<file path="src/rtl/hazard_fwd_ctrl_pkg.sv">
// hazard_fwd_ctrl_pkg: shared constants for the hazard/forwarding controller.
//   FWD_*      forwarding-mux select codes (6..15 unused)
//   SRC_*      result-source encoding carried through the shadow pipeline
//   TUSE_NONE  Tuse value meaning "operand not read"
//   TNEW_*     default Tnew for each result source
package hazard_fwd_ctrl_pkg;

    localparam int FWD_NONE  = 0;
    localparam int FWD_M_ALU = 1;
    localparam int FWD_M_PC  = 2;
    localparam int FWD_W_ALU = 3;
    localparam int FWD_W_DM  = 4;
    localparam int FWD_W_PC  = 5;

    localparam logic [1:0] SRC_ALU = 2'd0;
    localparam logic [1:0] SRC_DM  = 2'd1;
    localparam logic [1:0] SRC_PC  = 2'd2;

    localparam int TUSE_NONE = 3;

    localparam int TNEW_ALU = 1;
    localparam int TNEW_DM  = 2;
    localparam int TNEW_PC  = 1;

endpackage

</file>
<file path="src/rtl/hazard_fwd_ctrl_if.sv">
// hazard_fwd_ctrl_if: bundle between the decode/datapath side and the
// hazard/forwarding controller.
//   master: drives D-stage decode (rs/rt, Tuse, dst, Tnew, src), reads
//           stall, the five forwarding selects and stall_cnt.
//   slave : the controller, mirror image of master.
interface hazard_fwd_ctrl_if #(
    parameter int RAW  = 5,
    parameter int TW   = 2,
    parameter int SELW = 4
);
    logic [RAW-1:0]  rs_D;
    logic [RAW-1:0]  rt_D;
    logic [TW-1:0]   tuse_rs_D;
    logic [TW-1:0]   tuse_rt_D;
    logic [RAW-1:0]  dst_D;
    logic [TW-1:0]   tnew_D;
    logic [1:0]      src_D;

    logic            stall;
    logic [SELW-1:0] sel_cmp1_D;
    logic [SELW-1:0] sel_cmp2_D;
    logic [SELW-1:0] sel_alua_E;
    logic [SELW-1:0] sel_alub_E;
    logic [SELW-1:0] sel_dm_M;
    logic [31:0]     stall_cnt;

    modport master (
        output rs_D, rt_D, tuse_rs_D, tuse_rt_D, dst_D, tnew_D, src_D,
        input  stall, sel_cmp1_D, sel_cmp2_D, sel_alua_E, sel_alub_E,
               sel_dm_M, stall_cnt
    );

    modport slave (
        input  rs_D, rt_D, tuse_rs_D, tuse_rt_D, dst_D, tnew_D, src_D,
        output stall, sel_cmp1_D, sel_cmp2_D, sel_alua_E, sel_alub_E,
               sel_dm_M, stall_cnt
    );
endinterface

</file>
<file path="src/rtl/hazard_fwd_ctrl_fwd_sel_unit.sv">
// fwd_sel_unit: combinational forwarding select for one operand.
//   r          operand register number
//   dst_m/tnew_m/src_m  M-stage writer metadata
//   dst_w/src_w         W-stage writer metadata
//   en_m       allow M-stage forwarding (0 for the M-stage consumer itself)
//   sel        FWD_* select code
// M is younger than W, so a ready M result wins over W.
module fwd_sel_unit
    import hazard_fwd_ctrl_pkg::*;
#(
    parameter int RAW  = 5,
    parameter int TW   = 2,
    parameter int SELW = 4
) (
    input  logic [RAW-1:0]  r,
    input  logic [RAW-1:0]  dst_m,
    input  logic [TW-1:0]   tnew_m,
    input  logic [1:0]      src_m,
    input  logic [RAW-1:0]  dst_w,
    input  logic [1:0]      src_w,
    input  logic            en_m,
    output logic [SELW-1:0] sel
);
    logic m_hit;
    logic w_hit;

    assign m_hit = en_m && (dst_m != '0) && (dst_m == r) && (tnew_m == '0);
    assign w_hit = (dst_w != '0) && (dst_w == r);

    always_comb begin
        sel = SELW'(FWD_NONE);
        if (m_hit) begin
            // A DM result is never ready in M; only ALU and PC-link forward.
            if (src_m == SRC_ALU)     sel = SELW'(FWD_M_ALU);
            else if (src_m == SRC_PC) sel = SELW'(FWD_M_PC);
        end else if (w_hit) begin
            case (src_w)
                SRC_ALU: sel = SELW'(FWD_W_ALU);
                SRC_DM:  sel = SELW'(FWD_W_DM);
                SRC_PC:  sel = SELW'(FWD_W_PC);
                default: sel = SELW'(FWD_NONE);
            endcase
        end
    end
endmodule

</file>
<file path="src/rtl/hazard_fwd_ctrl.sv">
// hazard_fwd_ctrl: stall and forwarding control for the 5-stage pipeline.
//   clk, reset  clock and synchronous active-high reset
//   bus (slave) D-stage decode in; stall, forwarding selects, stall_cnt out
// Keeps shadow E/M/W metadata ({rs, rt, dst, tnew, src}) and derives the
// D/E/M forwarding selects and the D stall from it.
// Optional: HAZ_STALL_CNT_EN adds a saturating stall-cycle counter;
// otherwise stall_cnt is tied to zero.
module hazard_fwd_ctrl
    import hazard_fwd_ctrl_pkg::*;
#(
    parameter int RAW  = 5,
    parameter int TW   = 2,
    parameter int SELW = 4
) (
    input  logic             clk,
    input  logic             reset,
    hazard_fwd_ctrl_if.slave bus
);
    localparam int NSEL = 5;

    typedef struct packed {
        logic [RAW-1:0] rs;
        logic [RAW-1:0] rt;
        logic [RAW-1:0] dst;
        logic [TW-1:0]  tnew;
        logic [1:0]     src;
    } stage_t;

    stage_t e_q, e_d;
    stage_t m_q, m_d;
    stage_t w_q, w_d;
    logic   stall;

    // Operand r causes a stall if a writer in E or M will not have its
    // result in a forwardable register by the time r is consumed.
    function automatic logic op_haz(input logic [RAW-1:0] r,
                                    input logic [TW-1:0]  tuse,
                                    input stage_t         e,
                                    input stage_t         m);
        logic e_hit;
        logic m_hit;
        e_hit = (e.dst != '0) && (e.dst == r) && (e.tnew > tuse);
        m_hit = (m.dst != '0) && (m.dst == r) && (m.tnew > tuse);
        return (tuse != TW'(TUSE_NONE)) && (e_hit || m_hit);
    endfunction

    always_comb begin
        stall = op_haz(bus.rs_D, bus.tuse_rs_D, e_q, m_q) ||
                op_haz(bus.rt_D, bus.tuse_rt_D, e_q, m_q);
    end

    always_comb begin
        e_d = '0;
        if (!stall) begin
            e_d.rs   = bus.rs_D;
            e_d.rt   = bus.rt_D;
            e_d.dst  = bus.dst_D;
            e_d.tnew = bus.tnew_D;
            e_d.src  = bus.src_D;
        end
        m_d      = e_q;
        m_d.tnew = (e_q.tnew == '0) ? '0 : e_q.tnew - 1'b1;
        w_d      = m_q;
        w_d.tnew = '0;
    end

    always_ff @(posedge clk) begin
        if (reset) begin
            e_q <= '0;
            m_q <= '0;
            w_q <= '0;
        end else begin
            e_q <= e_d;
            m_q <= m_d;
            w_q <= w_d;
        end
    end

    // Selector index: 0 cmp1_D, 1 cmp2_D, 2 alua_E, 3 alub_E, 4 dm_M.
    logic [NSEL-1:0][RAW-1:0]  op_r;
    logic [NSEL-1:0]           en_m;
    logic [NSEL-1:0][SELW-1:0] sel;

    assign op_r = {m_q.rt, e_q.rt, e_q.rs, bus.rt_D, bus.rs_D};
    // Store data in M can only take W; M cannot forward to itself.
    assign en_m = 5'b01111;

    for (genvar i = 0; i < NSEL; i++) begin : g_sel
        fwd_sel_unit #(
            .RAW  (RAW),
            .TW   (TW),
            .SELW (SELW)
        ) u_sel (
            .r      (op_r[i]),
            .dst_m  (m_q.dst),
            .tnew_m (m_q.tnew),
            .src_m  (m_q.src),
            .dst_w  (w_q.dst),
            .src_w  (w_q.src),
            .en_m   (en_m[i]),
            .sel    (sel[i])
        );
    end

    assign bus.stall      = stall;
    assign bus.sel_cmp1_D = sel[0];
    assign bus.sel_cmp2_D = sel[1];
    assign bus.sel_alua_E = sel[2];
    assign bus.sel_alub_E = sel[3];
    assign bus.sel_dm_M   = sel[4];

`ifdef HAZ_STALL_CNT_EN
    logic [31:0] stall_cnt_q, stall_cnt_d;

    always_comb begin
        stall_cnt_d = stall_cnt_q;
        if (stall && (stall_cnt_q != '1)) stall_cnt_d = stall_cnt_q + 32'd1;
    end

    always_ff @(posedge clk) begin
        if (reset) stall_cnt_q <= '0;
        else       stall_cnt_q <= stall_cnt_d;
    end

    assign bus.stall_cnt = stall_cnt_q;
`else
    assign bus.stall_cnt = '0;
`endif

    // Fields kept for a complete stage record but never consulted here.
    logic unused_fields;
    assign unused_fields = ^{m_q.rs, w_q.rs, w_q.rt, w_q.tnew};

endmodule
</file>
<file path="src/flat_wrapper.sv">
// flat-port wrapper written by rule: the top's interface ports become plain ports
module hazard_fwd_ctrl_flat import hazard_fwd_ctrl_pkg::*;
#(
    parameter int RAW  = 5,
    parameter int TW   = 2,
    parameter int SELW = 4
)
  (clk, reset, bus_rs_D, bus_rt_D, bus_tuse_rs_D, bus_tuse_rt_D, bus_dst_D, bus_tnew_D, bus_src_D, bus_stall, bus_sel_cmp1_D, bus_sel_cmp2_D, bus_sel_alua_E, bus_sel_alub_E, bus_sel_dm_M, bus_stall_cnt);
  hazard_fwd_ctrl_if #(.RAW(RAW), .TW(TW), .SELW(SELW)) bus_i ();
  input  logic clk;
  input  logic reset;
  input wire logic [$bits(bus_i.rs_D)-1:0] bus_rs_D;
  input wire logic [$bits(bus_i.rt_D)-1:0] bus_rt_D;
  input wire logic [$bits(bus_i.tuse_rs_D)-1:0] bus_tuse_rs_D;
  input wire logic [$bits(bus_i.tuse_rt_D)-1:0] bus_tuse_rt_D;
  input wire logic [$bits(bus_i.dst_D)-1:0] bus_dst_D;
  input wire logic [$bits(bus_i.tnew_D)-1:0] bus_tnew_D;
  input wire logic [$bits(bus_i.src_D)-1:0] bus_src_D;
  output wire logic [$bits(bus_i.stall)-1:0] bus_stall;
  output wire logic [$bits(bus_i.sel_cmp1_D)-1:0] bus_sel_cmp1_D;
  output wire logic [$bits(bus_i.sel_cmp2_D)-1:0] bus_sel_cmp2_D;
  output wire logic [$bits(bus_i.sel_alua_E)-1:0] bus_sel_alua_E;
  output wire logic [$bits(bus_i.sel_alub_E)-1:0] bus_sel_alub_E;
  output wire logic [$bits(bus_i.sel_dm_M)-1:0] bus_sel_dm_M;
  output wire logic [$bits(bus_i.stall_cnt)-1:0] bus_stall_cnt;
  assign bus_i.rs_D = bus_rs_D;
  assign bus_i.rt_D = bus_rt_D;
  assign bus_i.tuse_rs_D = bus_tuse_rs_D;
  assign bus_i.tuse_rt_D = bus_tuse_rt_D;
  assign bus_i.dst_D = bus_dst_D;
  assign bus_i.tnew_D = bus_tnew_D;
  assign bus_i.src_D = bus_src_D;
  assign bus_stall = bus_i.stall;
  assign bus_sel_cmp1_D = bus_i.sel_cmp1_D;
  assign bus_sel_cmp2_D = bus_i.sel_cmp2_D;
  assign bus_sel_alua_E = bus_i.sel_alua_E;
  assign bus_sel_alub_E = bus_i.sel_alub_E;
  assign bus_sel_dm_M = bus_i.sel_dm_M;
  assign bus_stall_cnt = bus_i.stall_cnt;
  hazard_fwd_ctrl #(.RAW(RAW), .TW(TW), .SELW(SELW)) u_core (.clk(clk), .reset(reset), .bus(bus_i));
endmodule
</file>
<file path="config.mk">
export PLATFORM = sky130hd
export DESIGN_NAME = hazard_fwd_ctrl_flat
export DESIGN_NICKNAME = d
export VERILOG_FILES = /design/src/rtl/hazard_fwd_ctrl_pkg.sv /design/src/rtl/hazard_fwd_ctrl_if.sv /design/src/rtl/hazard_fwd_ctrl_fwd_sel_unit.sv /design/src/rtl/hazard_fwd_ctrl.sv /design/src/flat_wrapper.sv
export SDC_FILE = /design/constraint.sdc
export NUM_CORES = 1
export LEC_CHECK = 0
export ABC_AREA = 1
export ABC_CLOCK_PERIOD_IN_PS = 1800
export CORE_ASPECT_RATIO = 1.2
export CORE_MARGIN = 5
export CORE_UTILIZATION = 50
export CTS_BUF_LIST = sky130_fd_sc_hd__clkbuf_4
export DETAILED_ROUTE_END_ITERATION = 8
export PLACE_DENSITY_LB_ADDON = 0.15
export SYNTH_ARGS = -nofsm -noshare
export SYNTH_HDL_FRONTEND = slang
export SYNTH_SLANG_ARGS = --single-unit
</file>
<file path="constraint.sdc">
create_clock -name clk -period 1.8 [get_ports clk]
set_input_delay 0.27 -clock clk [delete_from_list [all_inputs] [get_ports clk]]
set_output_delay 0.27 -clock clk [all_outputs]
set_load 0.005 [all_outputs]
</file>
==> qor.yml <==
drt:
  ant_nets: 0
  routed_via_density: 4.95
  first_pass_iters: 4
  dr.first_iter.drc_count: 168
  drc: 0
  wl_per_cell_um: 16.1
  vias: 2839
  postRouteWirelength_um: 9220
sta:
  finalWorstSetupSlack_ns: -0.549
  finalSetupViolCount: 35
  finalHoldViolations: 0
  fin_crit_sh_pct: 130
  rsz0062_at_grt: "true"
  period_minus_slack_ns: 2.35
  max_freq_ghz: 0.426
  clock_skew_ns: 0.0198
  slew_viol_final: 0
grt:
  grt_max_degree: 22
  antenna_found_initial: 0
  first_global_vias: 2781
  overflow: 0
  grt_util_all_layers_pct: 21.6
  grt_pass1_wl_um: 12400
floorplanning:
  rows: 29
  core_area_um2: 5330
  fp.dieW_um: 78.0
  die_y_um: 91.6
  die_area_um2: 7140
  start_util_pct: 52.0
  io_pins: 78
placement:
  gp_congestion: 0.850
  numPortBuffers: 40
  dpl-instance-area_um2: 3520
  dp_cells: 534
  dpl.hpwl_um: 5470
critical_path:
  rrSetupSlack_ns: -0.11
  ff2ff_path_depth: 14
  arrival_ns: 2.08
  crit_chain: "nor2_1 > buf_4 > o21ai_2 > nor4_2 > nand2_2 > buf_6 > buf_6 > o21ai_2 > buf_2"
  critPathMaxFanout: 5
  crit_start: "u_core.m_q[3]"
  timing.rr.start: "u_core.m_q[7]"
  path_class: "register to output pin"
  cp_top_family: "simple AND/OR/NAND/NOR gates"
  max_stage_delay_ns: 0.35
  setup.worst_path.end: "bus_sel_alub_E[1]"
  cp_num_cells: 9
  rr_endpoint: "u_core.e_q[12]"
  crit_slowest_cell: "dfxtp_2"
  start_kind: "register"
  end_kind: "output pin"
  critical_path_buf_inv_count: 4
  cp_data_required_time_ns: 1.53
cells_and_area:
  final_common_cell: "buf_4"
  fin_cells: 574
  area_growth_pct: 57.8
  fin_nets: 547
  drive_gt1_share_pct: 43.2
  antenna_cells: 0
  postLayoutCellArea_um2: 4380
  final_cell_mix: "60 x buf_4, 49 x inv_1, 46 x nor2_1"
logic_synthesis:
  ys_ff_latch: 40
  ys_warn_count: 0
  yosysUniqueCellTypes: 33
  async_reset_ff_share_pct: 0
  syn_area_um2: 2770
  ys_seq_area_share_pct: 28.9
  synth-edff-count: 0
  syn_inst: 382
  postSynthAreaPerCell_um2: 7.26
  synthFlopType: "dfxtp_1"
clock_tree:
  cts_tree: "built"
  cts.htree.levels: 2
  cts.clk_slew.worst_paths_ns: 0.15
  cts_buffer_depth: 2
  clock-root-buffer: "clkbuf_4"
  clk_latency_ns: 0.37
  clock-sinks: 40
  cts_made_buffers: 5
power_and_ir_drop:
  total_power_uw: 2450
  peakVddDrop_v: 0.000487
  p_leak_uw: 0.00219
  p_per_area_nw_per_um2: 560
run:
  drv_cap: 0
min_path:
  holdPathStages: 2
  hold_class: "register to register"
run_status:
  status: "complete, but fails checks"
  failed_checks: "setup timing"
-- area by class of cell --
cell class                 count  area (um2)
timing repair buffer         135        1210
tap                           62        77.6
multi-input combinational    273        1950
fill                         313         957
clock inverter                 3        47.5
sequential                    40         838
inverter                      56         213
clock buffer                   5        37.5
-- per-stage QoR --
stage | setup slack (ns) | util, % | TNS [ns] | hold slack, ns
floorplan | 0.237 | - | 0 | 0.347
global placement | -0.654 | 66.1 | -13.77 | 0.392
detailed placement | -0.692 | 66.1 | -14.85 | 0.398
CTS | -0.360 | 74.3 | -3.76 | 0.417
global route | -0.565 | 82.1 | -9.24 | 0.441
finish | -0.549 | 82.1 | -6.70 | 0.424
-- cells in the mapped netlist (3+ instances only) --
cell type / number / area (um2)
clkbuf_1: 5 / 18.8
nor3_1: 8 / 40.0
ha_1: 11 / 138
nand2_2: 3 / 18.8
nand3_1: 12 / 60.1
o21ai_0: 11 / 55.1
a21oi_1: 6 / 30.0
nand4_1: 4 / 25.0
nor2_1: 60 / 225
xor2_1: 19 / 166
inv_2: 3 / 11.3
dfxtp_1: 40 / 801
buf_4: 40 / 300
xnor2_1: 19 / 166
nor2_4: 12 / 135
inv_1: 53 / 199
nand2_1: 55 / 206
-- registers in the layout, indices dropped and copies added (netlist names) --
name and count:
u_core.e_q 19, u_core.w_q 7, u_core.m_q 14
-- power by group --
group          total, uW  internal, uW  switching, uW
Clock                647           297            350
Combinational        826           416            410
Sequential           979           925           53.4
Total               2450          1640            813
-- timing repair --
action | CTS | global route
resized for setup | 143 | 75
buffers inserted | 22 | 13
hold buffers | 0 | 0
setup endpoints to repair | 35 | 35
pin swaps | 40 | 33
gates cloned | 0 | 1
-- kinds of logic (layout without fill, tap and decap cells) --
family,Yosys count,after routing,synth area share (%)
buf+inv,105,199,20.6
flops,40,40,28.9
other cells,1,37,0.135
compound gates,20,20,3.88
simple gates,167,167,29.6
xor+xnor,38,38,12.0
fa+ha+maj,11,11,4.96
-- worst min-delay path: cells and delay by family (launching register included) --
| kind | cells | cell delay, ns |
|---|---|---|
| buffers and inverters | 1 | 0.04 |
| DFF | 1 | 0.33 |
| and+or+nand+nor | 1 | 0.03 |
-- per-layer routing --
| metal | track usage (%) | share of wire (%) |
|---|---|---|
| met1 | 21.9 | 37 |
| met2 | 41.1 | 54 |
| met3 | 5.05 | 6.5 |
| met4 | 9.15 | 2.9 |
| met5 | 0 | 0 |
-- worst min-delay path by stage --
stage	startpoint	to
floorplan	reset	u_core.m_q[2]
global placement	u_core.e_q[0]	u_core.m_q[0]
detailed placement	u_core.e_q[1]	u_core.m_q[1]
CTS	u_core.e_q[1]	u_core.m_q[1]
global route	u_core.e_q[0]	u_core.m_q[0]
finish	u_core.e_q[0]	u_core.m_q[0]
No activity file was read; power rests on OpenSTA's default activity.
